`src/rtl/div_sched.sv`:
```
// rtl/div_sched.sv - RISC-V DIV/REM scheduler wrapping an unsigned multi-cycle divider core
module div_sched #(
    parameter int TAG_W = 5
) (
    input  logic             clk,
    input  logic             rst,
    input  logic             req_valid,
    output logic             req_ready,
    input  logic [1:0]       req_op,
    input  logic [31:0]      req_dividend,
    input  logic [31:0]      req_divisor,
    input  logic [TAG_W-1:0] req_tag,
    input  logic             flush,
    output logic             core_start,
    output logic [31:0]      core_dividend,
    output logic [31:0]      core_divisor,
    input  logic             core_done,
    input  logic [31:0]      core_quotient,
    input  logic [31:0]      core_remainder,
    output logic             resp_valid,
    input  logic             resp_ready,
    output logic [31:0]      resp_data,
    output logic [TAG_W-1:0] resp_tag,
    output logic             busy
);

    typedef enum logic [2:0] {
        S_IDLE,
        S_START,
        S_WAIT,
        S_RESP,
        S_DRAIN
    } state_t;

    state_t state, state_nxt;

    logic        accept;
    logic        signed_op;
    logic        dvd_neg, dvs_neg;
    logic        is_zero, is_ovf, is_special;
    logic [31:0] dvd_mag, dvs_mag;
    logic [31:0] special_data;
    logic [31:0] q_fix, r_fix, core_result;
    logic        rem_q, q_neg_q, r_neg_q;

    assign req_ready  = (state == S_IDLE) && !flush;
    assign accept     = req_valid && req_ready;
    assign core_start = (state == S_START) && !flush;
    assign resp_valid = (state == S_RESP);
    assign busy       = (state != S_IDLE);

    assign signed_op = ~req_op[0];
    assign dvd_neg   = signed_op & req_dividend[31];
    assign dvs_neg   = signed_op & req_divisor[31];
    assign dvd_mag   = dvd_neg ? -req_dividend : req_dividend;
    assign dvs_mag   = dvs_neg ? -req_divisor : req_divisor;

    // Divide-by-zero and INT_MIN/-1 have fixed architectural results and bypass the core.
    assign is_zero    = (req_divisor == 32'h0);
    assign is_ovf     = signed_op && (req_dividend == 32'h8000_0000) && (req_divisor == 32'hFFFF_FFFF);
    assign is_special = is_zero || is_ovf;
    assign special_data = is_zero ? (req_op[1] ? req_dividend : 32'hFFFF_FFFF)
                                  : (req_op[1] ? 32'h0 : 32'h8000_0000);

    assign q_fix       = q_neg_q ? -core_quotient : core_quotient;
    assign r_fix       = r_neg_q ? -core_remainder : core_remainder;
    assign core_result = rem_q ? r_fix : q_fix;

    always_ff @(posedge clk or posedge rst) begin
        if (rst) begin
            state <= S_IDLE;
        end else begin
            state <= state_nxt;
        end
    end

    always_comb begin
        state_nxt = state;
        case (state)
            S_IDLE: begin
                if (accept) begin
                    state_nxt = is_special ? S_RESP : S_START;
                end
            end
            S_START: begin
                state_nxt = flush ? S_IDLE : S_WAIT;
            end
            S_WAIT: begin
                if (core_done) begin
                    state_nxt = flush ? S_IDLE : S_RESP;
                end else if (flush) begin
                    state_nxt = S_DRAIN;
                end
            end
            S_RESP: begin
                if (flush || resp_ready) begin
                    state_nxt = S_IDLE;
                end
            end
            S_DRAIN: begin
                if (core_done) begin
                    state_nxt = S_IDLE;
                end
            end
            default: state_nxt = S_IDLE;
        endcase
    end

    always_ff @(posedge clk or posedge rst) begin
        if (rst) begin
            core_dividend <= 32'h0;
            core_divisor  <= 32'h0;
            resp_data     <= 32'h0;
            resp_tag      <= '0;
            rem_q         <= 1'b0;
            q_neg_q       <= 1'b0;
            r_neg_q       <= 1'b0;
        end else begin
            if (accept) begin
                resp_tag <= req_tag;
                rem_q    <= req_op[1];
                q_neg_q  <= dvd_neg ^ dvs_neg;
                r_neg_q  <= dvd_neg;
                if (is_special) begin
                    resp_data <= special_data;
                end else begin
                    core_dividend <= dvd_mag;
                    core_divisor  <= dvs_mag;
                end
            end
            if ((state == S_WAIT) && core_done && !flush) begin
                resp_data <= core_result;
            end
        end
    end

endmodule

```
`config.mk`:
```
export PLATFORM = sky130hd
export DESIGN_NAME = div_sched
export DESIGN_NICKNAME = d
export VERILOG_FILES = /design/src/rtl/div_sched.sv
export SDC_FILE = /design/constraint.sdc
export NUM_CORES = 1
export LEC_CHECK = 0
export ABC_AREA = 1
export CAP_MARGIN = 20
export CORE_UTILIZATION = 25
export CTS_BUF_LIST = sky130_fd_sc_hd__clkbuf_4 sky130_fd_sc_hd__clkbuf_8
export DETAILED_ROUTE_END_ITERATION = 7
export PLACE_DENSITY = 0.52
export SETUP_SLACK_MARGIN = 0.5
export SYNTH_ARGS = -nofsm -noshare
export SYNTH_HDL_FRONTEND = slang
export SYNTH_SLANG_ARGS = --single-unit
```
`constraint.sdc`:
```
create_clock -name clk -period 4.87 [get_ports clk]
set_input_delay 0.7305 -clock clk [delete_from_list [all_inputs] [get_ports clk]]
set_output_delay 0.7305 -clock clk [all_outputs]
set_load 0.03 [all_outputs]
```
# After elaboration in Yosys (flattened, before gate mapping)
# Cells that the tools add are included.
dict set report op_classes {
  mux 20
  n_eq_ne 10
  n_reduce_logical 18
  bitwise 5
  n_addsub 4
}
# operator count
set ops {}
lappend ops {{32-bit two-way mux} 11}
lappend ops {{32-bit negation} 4}
lappend ops {{32-bit equality test, second input constant} 2}
lappend ops {{32-bit zero test} 1}
lappend ops {{3-bit two-way mux} 5}
lappend ops {{3-bit case mux with 5 select lines} 1}
lappend ops {{1-bit logical AND} 7}
lappend ops {{3-bit by 2-bit equality test with 1-bit output, second input constant} 2}
lappend ops {{2-bit two-way mux} 3}
lappend ops {{2-bit inequality test, second input constant} 2}
lappend ops {{2-bit AND reduction} 2}
lappend ops {{4-bit AND reduction} 1}
lappend ops {{2-bit nonzero test} 2}
lappend ops {{3-bit by 1-bit equality test with 1-bit output, second input constant} 1}
lappend ops {{3-bit equality test, second input constant} 1}
lappend ops {{3-bit zero test} 1}
lappend ops {{3-bit inequality test, second input constant} 1}
lappend ops {{3-bit nonzero test} 1}
lappend ops {{1-bit AND} 2}
lappend ops {{1-bit logical OR} 2}
lappend ops {{2-bit by 1-bit inequality test with 1-bit output, second input constant} 1}
lappend ops {{1-bit NOT} 2}
lappend ops {{1-bit zero test} 1}
lappend ops {{1-bit bitwise XOR} 1}
dict set report totals {
  in_bits 141
  output_inout_bits 105
  elab_cells 65
  regBits 107
}

# Longest topological paths before layout
# Gate-level depths: netlist (run 1).
dict set report logic_depth {
  ltp_word 7
  ltp_mapped 14
  depth_no_buf 13
}

# Least setup slack after synthesis (run 1)
# No wires, ideal clock.
dict set report synth_path {
  path_type {in2out}
  start {in flush}
  end {out core_start}
  slack_ps 2439
  stages 1
  required_ps 4140
  arrival_time_ps 1700
  cell_sequence {nor4_1}
}
dict set report synth_between {
  elab_chain_cells 2
}
# element line
set synth_lines {}
lappend synth_lines {{from (decl)} 13} ;# input logic flush,
lappend synth_lines {{1-bit zero test} 48} ;# assign core_start = (state == S_START) && !flush;
lappend synth_lines {{1-bit logical AND} 48}
lappend synth_lines {{to (decl)} 14} ;# output logic core_start,
# Every way passes these cells.

# Worst setup path in the final report (run 1)
# Same ends and word-level chain as after synthesis.

==> out/results.tsv, run 1 <==
stage	metric	value	unit
layout	post-route design area	0.0120	mm2
setup_path	reg-to-reg setup timing slack	2.32	ns
job	max_cap viols	0	
layout	Util after Layout	34.5	%
setup_path	startpoint types	input port	
global_route	GR Layer Usage met3	2.91	%
logic_synthesis	Yosys warning count	0	
clock_tree	clk sinks	107	
setup_path	Critical Path Fanout Max	5	
clock_tree	clock latency on the worst-skew pair	0.42	ns
clock_tree	clk slew on worst S/H paths	0.11	ns
layout	share of layout cells above drive strength 1	4.73	%
worst_hold_path	hold_sp	resp_tag[2]	
sta	# setup viols final	0	
global_route	GR Util met1	28.3	%
power	leakage power total	5.42	nW
clock_tree	CTS Root Cell	clkbuf_8	
power	Peak VDD IR	0.315	mV
detailed_routing	WL/cell	16.5	um
detailed_routing	DRT Wirelength	35.4	mm
status	status	completed	
layout	register area	0.00268	mm2
detailed_routing	Via Count	9982	
detailed_routing	post-route ant nets	0	
sta	min cycle time layout	3.18	ns
global_route	overflow left after global routing	0	
setup_path	critical path arrival	2.45	ns
logic_synthesis	synthesized net count	1615	
die	cell row count	68	
sta	TNS Setup	0	ns
sta	Highest Clock Rate	315	MHz
global_route	first-pass GRT wire length	54.8	mm
layout	Area Overhead vs Synth	34.8	%
sta	Slew headroom	39.2	%
sta	period utilization	65.2	%
sta	worst-margin pin slew	0.911	ns
global_route	grt peak-use layer	met2	
clock_tree	Post-CTS Hold Buffers	0	
place	post-DP HPWL	28.9	mm
layout	Layout Nets	1832	
detailed_routing	drt drc	0	
detailed_routing	DR iter-0 viols	711	
clock_tree	CTS tree	done	
clock_tree	number of setup buffers added after CTS	0	
layout	final non-filler cell total	2147	
global_route	met2 Use GR	30.7	%
detailed_routing	vias per inst	4.65	
clock_tree	H-tree levels	3	
setup_path	Crit. End Element	primary output	
layout	most frequent cells in the layout	nand2_1 (538), clkdlybuf4s50_1 (245), nor2_1 (206)	
setup_path	worst r2r path cells	10	
clock_tree	CTS-repair resized insts	0	
global_route	antenna violations before repair	1	
sta	Final Skew	0.0172	ns
layout	leading cell type in the layout, fill and taps excluded	nand2_1	
die	core box area	0.0348	mm2
global_route	number of global-route vias before repair	9589	
place	Placed Area	0.0118	mm2
logic_synthesis	post-synthesis sequential area ratio	30.1	%
layout	area taken by multi-input logic gates	0.00550	mm2
logic_synthesis	Synth Instances	1469	
global_route	gr usage total	19.6	%
setup_path	FF-to-FF End	resp_data[28]	
worst_hold_path	Min-Delay Path Class	register to register	
setup_path	CP required	4.14	ns
power	PD cells	441	mW/mm2
place	DP Cell Count	2129	
global_route	largest net degree at the start of global routing	70	
die	Die Y	191	um
die	overall die width	191	um
worst_hold_path	Hold EP	resp_tag[2]	
sta	unrepaired setup endpoints after global routing	false	
logic_synthesis	flip-flop and latch count after synthesis	107	
clock_tree	deepest clock path buffer count	2	
logic_synthesis	Mapped Area	0.00890	mm2
worst_hold_path	hold depth	2	
logic_synthesis	Yosys cell types	40	
die	Ports	246	
detailed_routing	DR pass1 iterations	5	
clock_tree	CTS Buf Count	9	
die	Die ar.	0.0364	mm2
die	initial core utilization	25.6	%
place	routability cong.	0.894	
layout	layout filler cell count	3816	
sta	Final Hold Vio Count	0	
sta	max-slew violation count	0	
logic_synthesis	post-synthesis average cell area	6.06	um2
setup_path	worst reg2reg path startpoint	state[0]	
power	Pwr Total	5.30	mW
setup_path	Crit Path Category	input port to primary output	
place	I/O Buffers	245	
cells in the mapped netlist, drive strengths merged:
cell,n,area [um2]
nand3,150,766
o31ai,1,7.51
xnor2,8,70.1
o221ai,1,8.76
buf,20,155
or2,3,18.8
clkbuf,30,113
nor3,10,60.1
nor2,220,880
nor4,1,6.26
o211ai,13,97.6
o21ai,129,683
o21bai,3,22.5
inv,122,460
dfrtp,107,2680
a31oi,2,12.5
and2,1,6.26
nand3b,13,97.6
ha,5,62.6
a21oi,21,105
nor3b,1,18.8
xor2,39,342
nand2,551,2110
nand4,18,128
critical path, cell delays in order:
cell and delay, ns:
clkdlybuf4s50_1 0.54, nor4_1 0.40, clkdlybuf4s50_1 0.78
stage by stage:
stage	hold WS [ns]	worst slack, ns
after floorplan	0.572	1.32
after global placement	0.461	1.48
after detailed placement	0.462	1.41
after CTS	0.498	1.73
after global routing	0.519	1.61
final	0.490	1.69
flip-flops by register name (all words and copies together), names as in the netlist:
signal         cells
resp_tag           5
core_dividend     32
q_neg_q            1
core_divisor      32
state              3
r_neg_q            1
rem_q              1
resp_data         32
cell type report:
class,instances,share of cell area [%]
timing repair buffer,256,21.6
clock inverter,6,0.542
multi-input combinational,1190,45.8
clock buffer,10,1.15
antenna,1,0.0209
inverter,122,3.86
tap,455,4.74
sequential,107,22.3
cell families after synthesis:
| group | count (synthesis) | synth area share, % |
|---|---|---|
| AO/OA/AOI/OAI | 170 | 10.5 |
| XOR/XNOR | 47 | 4.62 |
| adder cells (fa/ha/maj) | 5 | 0.703 |
| buffers and inverters | 172 | 8.18 |
| flip-flops | 107 | 30.1 |
| AND/OR/NAND/NOR | 968 | 45.9 |
power by group:
part,internal (mW),leakage [nW],switching [mW]
clock network,0.217,0.104,0.382
registers,1.23,1.38,0.240
logic,1.22,3.94,2.01
metal layers:
metal / vias to the layer above / share of wire (%)
met1: 4513 / 49
met5: - / 0
li1: 5140 / -
met4: 0 / 1.1
met2: 306 / 44
met3: 23 / 5.9
worst max path at each step:
| stage | startpoint | end | slack, ns | cells past startpoint |
|---|---|---|---|---|
| finish | flush | core_start | 1.69 | 3 |
| global route | req_dividend[31] | core_dividend[13] | 1.61 | 15 |
| CTS | flush | core_start | 1.73 | 3 |
| detailed placement | req_divisor[0] | core_dividend[13] | 1.41 | 12 |
| global placement | req_dividend[0] | core_dividend[15] | 1.48 | 13 |
| floorplan | rst | core_dividend[0] | 1.32 | 1 |
Power figures use the tool's default switching activity.
==> inputs of run 2 (changes only) <==
- clock period: 4.87 -> 3.3 ns (I/O delays scaled with it)
==> out/results.tsv, run 2 (synthesis gave the netlist of run 1 again) <==
stage	metric	value	unit	change
status	status	completed		
global_route	GR Layer Usage met3	3.31	%	+0.40 points
layout	most frequent cells in the layout	nand2_1 (538), clkdlybuf4s50_1 (245), nor2_1 (206)		
sta	TNS Setup	0	ns	unchanged
die	initial core utilization	25.6	%	unchanged
clock_tree	CTS Buf Count	9		unchanged
worst_hold_path	Min-Delay Path Class	register to register		
clock_tree	Post-CTS Hold Buffers	0		unchanged
sta	Highest Clock Rate	367	MHz	
sta	max-slew violation count	0		unchanged
global_route	first-pass GRT wire length	54.8	mm	about the same
setup_path	CP required	2.80	ns	-1.34 ns
sta	min cycle time layout	2.72	ns	
clock_tree	clk slew on worst S/H paths	0.11	ns	about the same
setup_path	slowest stage cell, crit path	clkdlybuf4s50_1		
detailed_routing	DR pass1 iterations	5		unchanged
place	dpl ws	0.353	ns	-1.06 ns
power	sw frac	50.0	%	+0.29 points
sta	period utilization	82.5	%	
die	Die ar.	0.0364	mm2	unchanged
power	sequential group share of total power	27.6	%	about the same
power	internal power	3.94	mW	+48%
setup_path	CP peak stage delay	0.76	ns	-0.02 ns
power	NetSw	3.94	mW	+50%
place	routability cong.	0.898		+0.35%
die	Ports	246		unchanged
global_route	overflow left after global routing	0		unchanged
power	Clock power frac	11.2	%	about the same
setup_path	startpoint types	input port		
die	core box area	0.0348	mm2	unchanged
layout	Layout Nets	1853		+1.1%
setup_path	Crit Path Category	input port to primary output		
clock_tree	CTS tree	done		
setup_path	critical-path cell list	clkdlybuf4s50_1, nor4_1, clkdlybuf4s50_1		
sta	Slew headroom	44.7	%	+5.5 points
layout	Area Overhead vs Synth	36.9	%	
clock_tree	deepest clock path buffer count	2		unchanged
die	cell row count	68		unchanged
setup_path	critical path arrival	2.23	ns	-0.22 ns
layout	leading cell type in the layout, fill and taps excluded	nand2_1		
die	overall die width	191	um	unchanged
setup_path	Top cell by count, worst path	clkdlybuf4s50_1		
power	combinational power share	61.1	%	about the same
layout	layout filler cell count	3837		+0.55%
job	max_cap viols	0		unchanged
power	PD cells	647	mW/mm2	+47%
detailed_routing	vias per inst	4.72		+1.5%
detailed_routing	WL/cell	16.7	um	+1.3%
sta	Final Hold Vio Count	0		unchanged
setup_path	Critical Path Fanout Max	5		unchanged
global_route	antenna violations before repair	2		+1
power	leakage power total	5.52	nW	+1.9%
sta	# setup viols final	0		unchanged
sta	unrepaired setup endpoints after global routing	false		
place	I/O Buffers	245		unchanged
setup_path	Crit. End Element	primary output		
detailed_routing	post-route ant nets	0		unchanged
place	post-DP HPWL	29.5	mm	+1.9%
clock_tree	number of setup buffers added after CTS	0		unchanged
sta	final setup margin	0.578	ns	-1.12 ns
global_route	met2 Use GR	30.2	%	-0.49 points
layout	Util after Layout	35.0	%	+0.53 points
clock_tree	clk sinks	107		unchanged
global_route	grt peak-use layer	met2		
clock_tree	CTS Root Cell	clkbuf_8		
clock_tree	CTS-repair resized insts	0		unchanged
sta	worst-margin pin slew	0.828	ns	-0.0834 ns
detailed_routing	Via Count	10200		+2.5%
clock_tree	clock latency on the worst-skew pair	0.41	ns	about the same
sta	Final Skew	0.0157	ns	-0.00149 ns
setup_path	buffers plus inverters on the worst setup path	2		unchanged
detailed_routing	DR iter-0 viols	659		-7.3%
layout	share of layout cells above drive strength 1	5.90	%	+1.2 points
global_route	gr usage total	19.7	%	+0.081 points
layout	top flop regs	core_dividend x32, core_divisor x32, resp_data x32		
clock_tree	H-tree levels	3		unchanged
global_route	number of global-route vias before repair	9476		-1.2%
detailed_routing	drt drc	0		unchanged
power	Peak VDD IR	0.443	mV	+41%
detailed_routing	DRT Wirelength	36.2	mm	+2.3%
setup_path	delay-heaviest family, CP	buffers and inverters		
global_route	largest net degree at the start of global routing	46		-34%
die	Die Y	191	um	unchanged
global_route	GR Util met1	28.6	%	+0.36 points
run 2: cell types whose count changed in the layout (fill, tap and decap cells not counted), sizes merged:
cell,change
clkbuf,-1
clkinvlp,+2
buf,+21
clkinv,+1
diode,+1
inv,-2
run 2: area by class of cell:
class	instances	area [um2]	share of cell area (%)
Tap cell	455	569	4.67
Inverter	122	464	3.81
Clock buffer	9	124	1.02
Sequential cell	107	2680	22.0
Antenna cell	2	5.00	0.0411
Multi-Input combinational cell	1190	5500	45.1
Clock inverter	7	80.1	0.657
Timing Repair Buffer	277	2770	22.7
run 2: stage by stage:
| stage | instances | cell area [um2] | hold slack [ns] | total power [mW] |
|---|---|---|---|---|
| global placement | 2150 | 12000 | 0.460 | 6.98 |
| CTS | 2166 | 12200 | 0.491 | 7.93 |
| global route | 2169 | 12200 | 0.513 | 8.47 |
| finish | 2169 | 12200 | 0.484 | 7.88 |
| floorplan | 1469 | 8910 | 0.572 | 5.00 |
| detailed placement | 2150 | 12000 | 0.461 | 7.00 |
run 2: final timing paths:
check	endpoint	startpoint	slack [ns]	cells after the start
max	core_start	flush	0.58	3
min	resp_tag[1]	resp_tag[1]	0.48	2
max reg2reg	resp_data[11]	state[0]	0.98	9
min reg2reg	resp_tag[1]	resp_tag[1]	0.48	2
max in group asynchronous	resp_tag[1]	rst	1.80	3
min in group asynchronous	core_divisor[0]	rst	0.56	2
run 2: worst register-to-register path, stage by stage (launching register included):
cell	delay [ns]
dfrtp_1	0.44
nor2_2	0.18
nand2_2	0.12
nor3b_4	0.21
inv_2	0.17
nand2_1	0.24
nand2_1	0.37
inv_2	0.38
nand2_1	0.10
nand2_1	0.07
run 2: routing by layer:
layer,up-vias,part of all wire [%],routed length [um]
met1,4740,49,17900
met2,297,44,15900
li1,5173,-,-
met5,-,0,0
met3,26,5.6,2010
met4,0,1.4,496
run 2: power groups by stage:
stage	registers [mW]	clock network, mW	logic [mW]
6_report	2.18	0.885	4.82
5_1_grt	2.24	0.970	5.26
4_1_cts	2.18	0.928	4.82
3_5_place_dp	2.20	0	4.80
3_3_place_gp	2.20	0	4.78
2_1_floorplan	3.05	0	1.95
==> inputs of run 3 (changes only) <==
- PLACE_DENSITY: 0.52 -> 0.54
- clock period: 3.3 -> 2.2 ns (I/O delays scaled with it)
==> out/results.tsv, run 3 (synthesis gave the netlist of run 1 again) <==
stage	metric	value	unit	change
status	status	completed		
global_route	number of global-route vias before repair	11200		+18%
die	initial core utilization	25.6	%	unchanged
global_route	largest net degree at the start of global routing	44		-4.3%
place	post-DP HPWL	30.9	mm	+4.9%
layout	share of layout cells above drive strength 1	28.5	%	+23 points
layout	Layout Nets	2124		+15%
sta	worst-margin pin slew	0.634	ns	-0.194 ns
sta	period utilization	86.4	%	
sta	Final Hold Vio Count	0		unchanged
layout	Area Overhead vs Synth	74.8	%	
clock_tree	CTS Buf Count	9		unchanged
detailed_routing	WL/cell	16.6	um	-0.65%
setup_path	startpoint types	register		
setup_path	critical path arrival	1.57	ns	-0.66 ns
layout	most frequent cells in the layout	nand2_1 (475), buf_4 (248), nor2_1 (164)		
worst_hold_path	Min-Delay Path Class	input port to asynchronous set/reset pin		
detailed_routing	Via Count	11400		+11%
power	PD cells	847	mW/mm2	+31%
die	cell row count	68		unchanged
setup_path	Crit. End Element	primary output		
sta	unrepaired setup endpoints after global routing	true		
die	Ports	246		unchanged
sta	max-slew violation count	0		unchanged
layout	register area	0.00268	mm2	about the same
detailed_routing	vias per inst	4.66		-1.2%
detailed_routing	post-route ant nets	0		unchanged
job	max_cap viols	0		unchanged
layout	top flop regs	core_dividend x32, core_divisor x32, resp_data x32		
detailed_routing	DR iter-0 viols	630		-4.4%
clock_tree	H-tree levels	3		unchanged
setup_path	Crit Path Category	register to primary output		
layout	layout filler cell count	3633		-5.3%
die	core box area	0.0348	mm2	unchanged
clock_tree	clk slew on worst S/H paths	0.13	ns	+0.02 ns
global_route	first-pass GRT wire length	62.2	mm	+13%
clock_tree	deepest clock path buffer count	2		unchanged
layout	leading cell type in the layout, fill and taps excluded	nand2_1		
global_route	antenna violations before repair	11		+9
power	leakage power total	7.74	nW	+40%
sta	final setup margin	0.299	ns	-0.279 ns
clock_tree	clk sinks	107		unchanged
detailed_routing	drt drc	0		unchanged
setup_path	CP required	1.87	ns	-0.93 ns
place	dpl ws	-0.295	ns	-0.647 ns
global_route	overflow left after global routing	0		unchanged
clock_tree	CTS tree	done		
place	routability cong.	0.893		-0.56%
clock_tree	clock latency on the worst-skew pair	0.41	ns	about the same
detailed_routing	DRT Wirelength	40.6	mm	+12%
layout	area taken by multi-input logic gates	0.00632	mm2	+15%
detailed_routing	DR pass1 iterations	5		unchanged
place	I/O Buffers	245		unchanged
sta	Final Skew	0.0248	ns	+0.00906 ns
sta	Slew headroom	57.7	%	+13 points
die	Die ar.	0.0364	mm2	unchanged
clock_tree	CTS Root Cell	clkbuf_8		
sta	TNS Setup	0	ns	unchanged
global_route	gr usage total	22.2	%	+2.5 points
die	overall die width	191	um	unchanged
sta	# setup viols final	0		unchanged
clock_tree	Post-CTS Hold Buffers	0		unchanged
power	Peak VDD IR	0.530	mV	+20%
sta	Highest Clock Rate	526	MHz	
sta	min cycle time layout	1.90	ns	
setup_path	Critical Path Fanout Max	3		-2
die	Die Y	191	um	unchanged
==> run 3: critical path, stage by stage, from the launching register on <==
cell     delay (ns)
dfrtp_2        0.44
buf_4          0.14
nor4_2         0.37
buf_4          0.23
==> run 3: layout make-up <==
class	instances	area share (%)
diodes	7	0.113
repair buffers	548	33.9
clock inverters	6	0.547
clock buffers	10	0.844
multi-input cells	1190	40.6
inverters	122	3.08
well taps	455	3.66
flip-flops and latches	107	17.2
==> run 3: power by group <==
| part | internal [mW] | total [mW] | switching, mW |
|---|---|---|---|
| sequential | 2.72 | 3.36 | 0.634 |
| clock | 0.569 | 1.39 | 0.823 |
| combinational | 3.34 | 8.44 | 5.10 |
| total | 6.63 | 13.2 | 6.56 |
==> run 3: what timing repair did <==
action / in CTS / in global routing
endpoints found under the setup margin: 204 / 103
pin swaps: 42 / 30
setup buffers: 39 / 17
gates resized for setup: 324 / 180
cloned: 15 / 5
==> run 3: worst paths after layout <==
| kind | from | endpoint | slack, ns | depth (start not counted) |
|---|---|---|---|---|
| worst max-delay path | state[1] | core_start | 0.30 | 3 |
| worst min-delay path | rst | core_dividend[20] | 0.32 | 2 |
| worst max register to register | state[1] | core_dividend[22] | 0.32 | 12 |
| worst min register to register | resp_tag[0] | resp_tag[0] | 0.48 | 2 |
| max in group asynchronous | rst | state[1] | 1.30 | 3 |
| min in group clk | req_divisor[0] | core_divisor[0] | 0.34 | 4 |
==> run 3: layer usage <==
| metal | vias up | track usage [%] | part of all wire (%) |
|---|---|---|---|
| li1 | 5748 | - | - |
| met2 | 298 | 36.0 | 45 |
| met1 | 5309 | 30.8 | 47 |
| met4 | 4 | 4.86 | 1.7 |
| met5 | - | 0 | 0.067 |
| met3 | 41 | 3.50 | 5.5 |
==> run 3: stage by stage <==
step	cell area, um2	hold WS [ns]	std cells	utilization (%)	total power [mW]
after floorplan	8940	0.447	1469	-	7.52
after global placement	13500	0.460	2346	38.9	10.9
after detailed placement	13500	0.458	2346	38.9	10.9
after CTS	14700	0.300	2416	42.4	12.7
after global routing	15600	0.321	2443	44.7	14.1
final	15600	0.322	2445	44.7	13.2
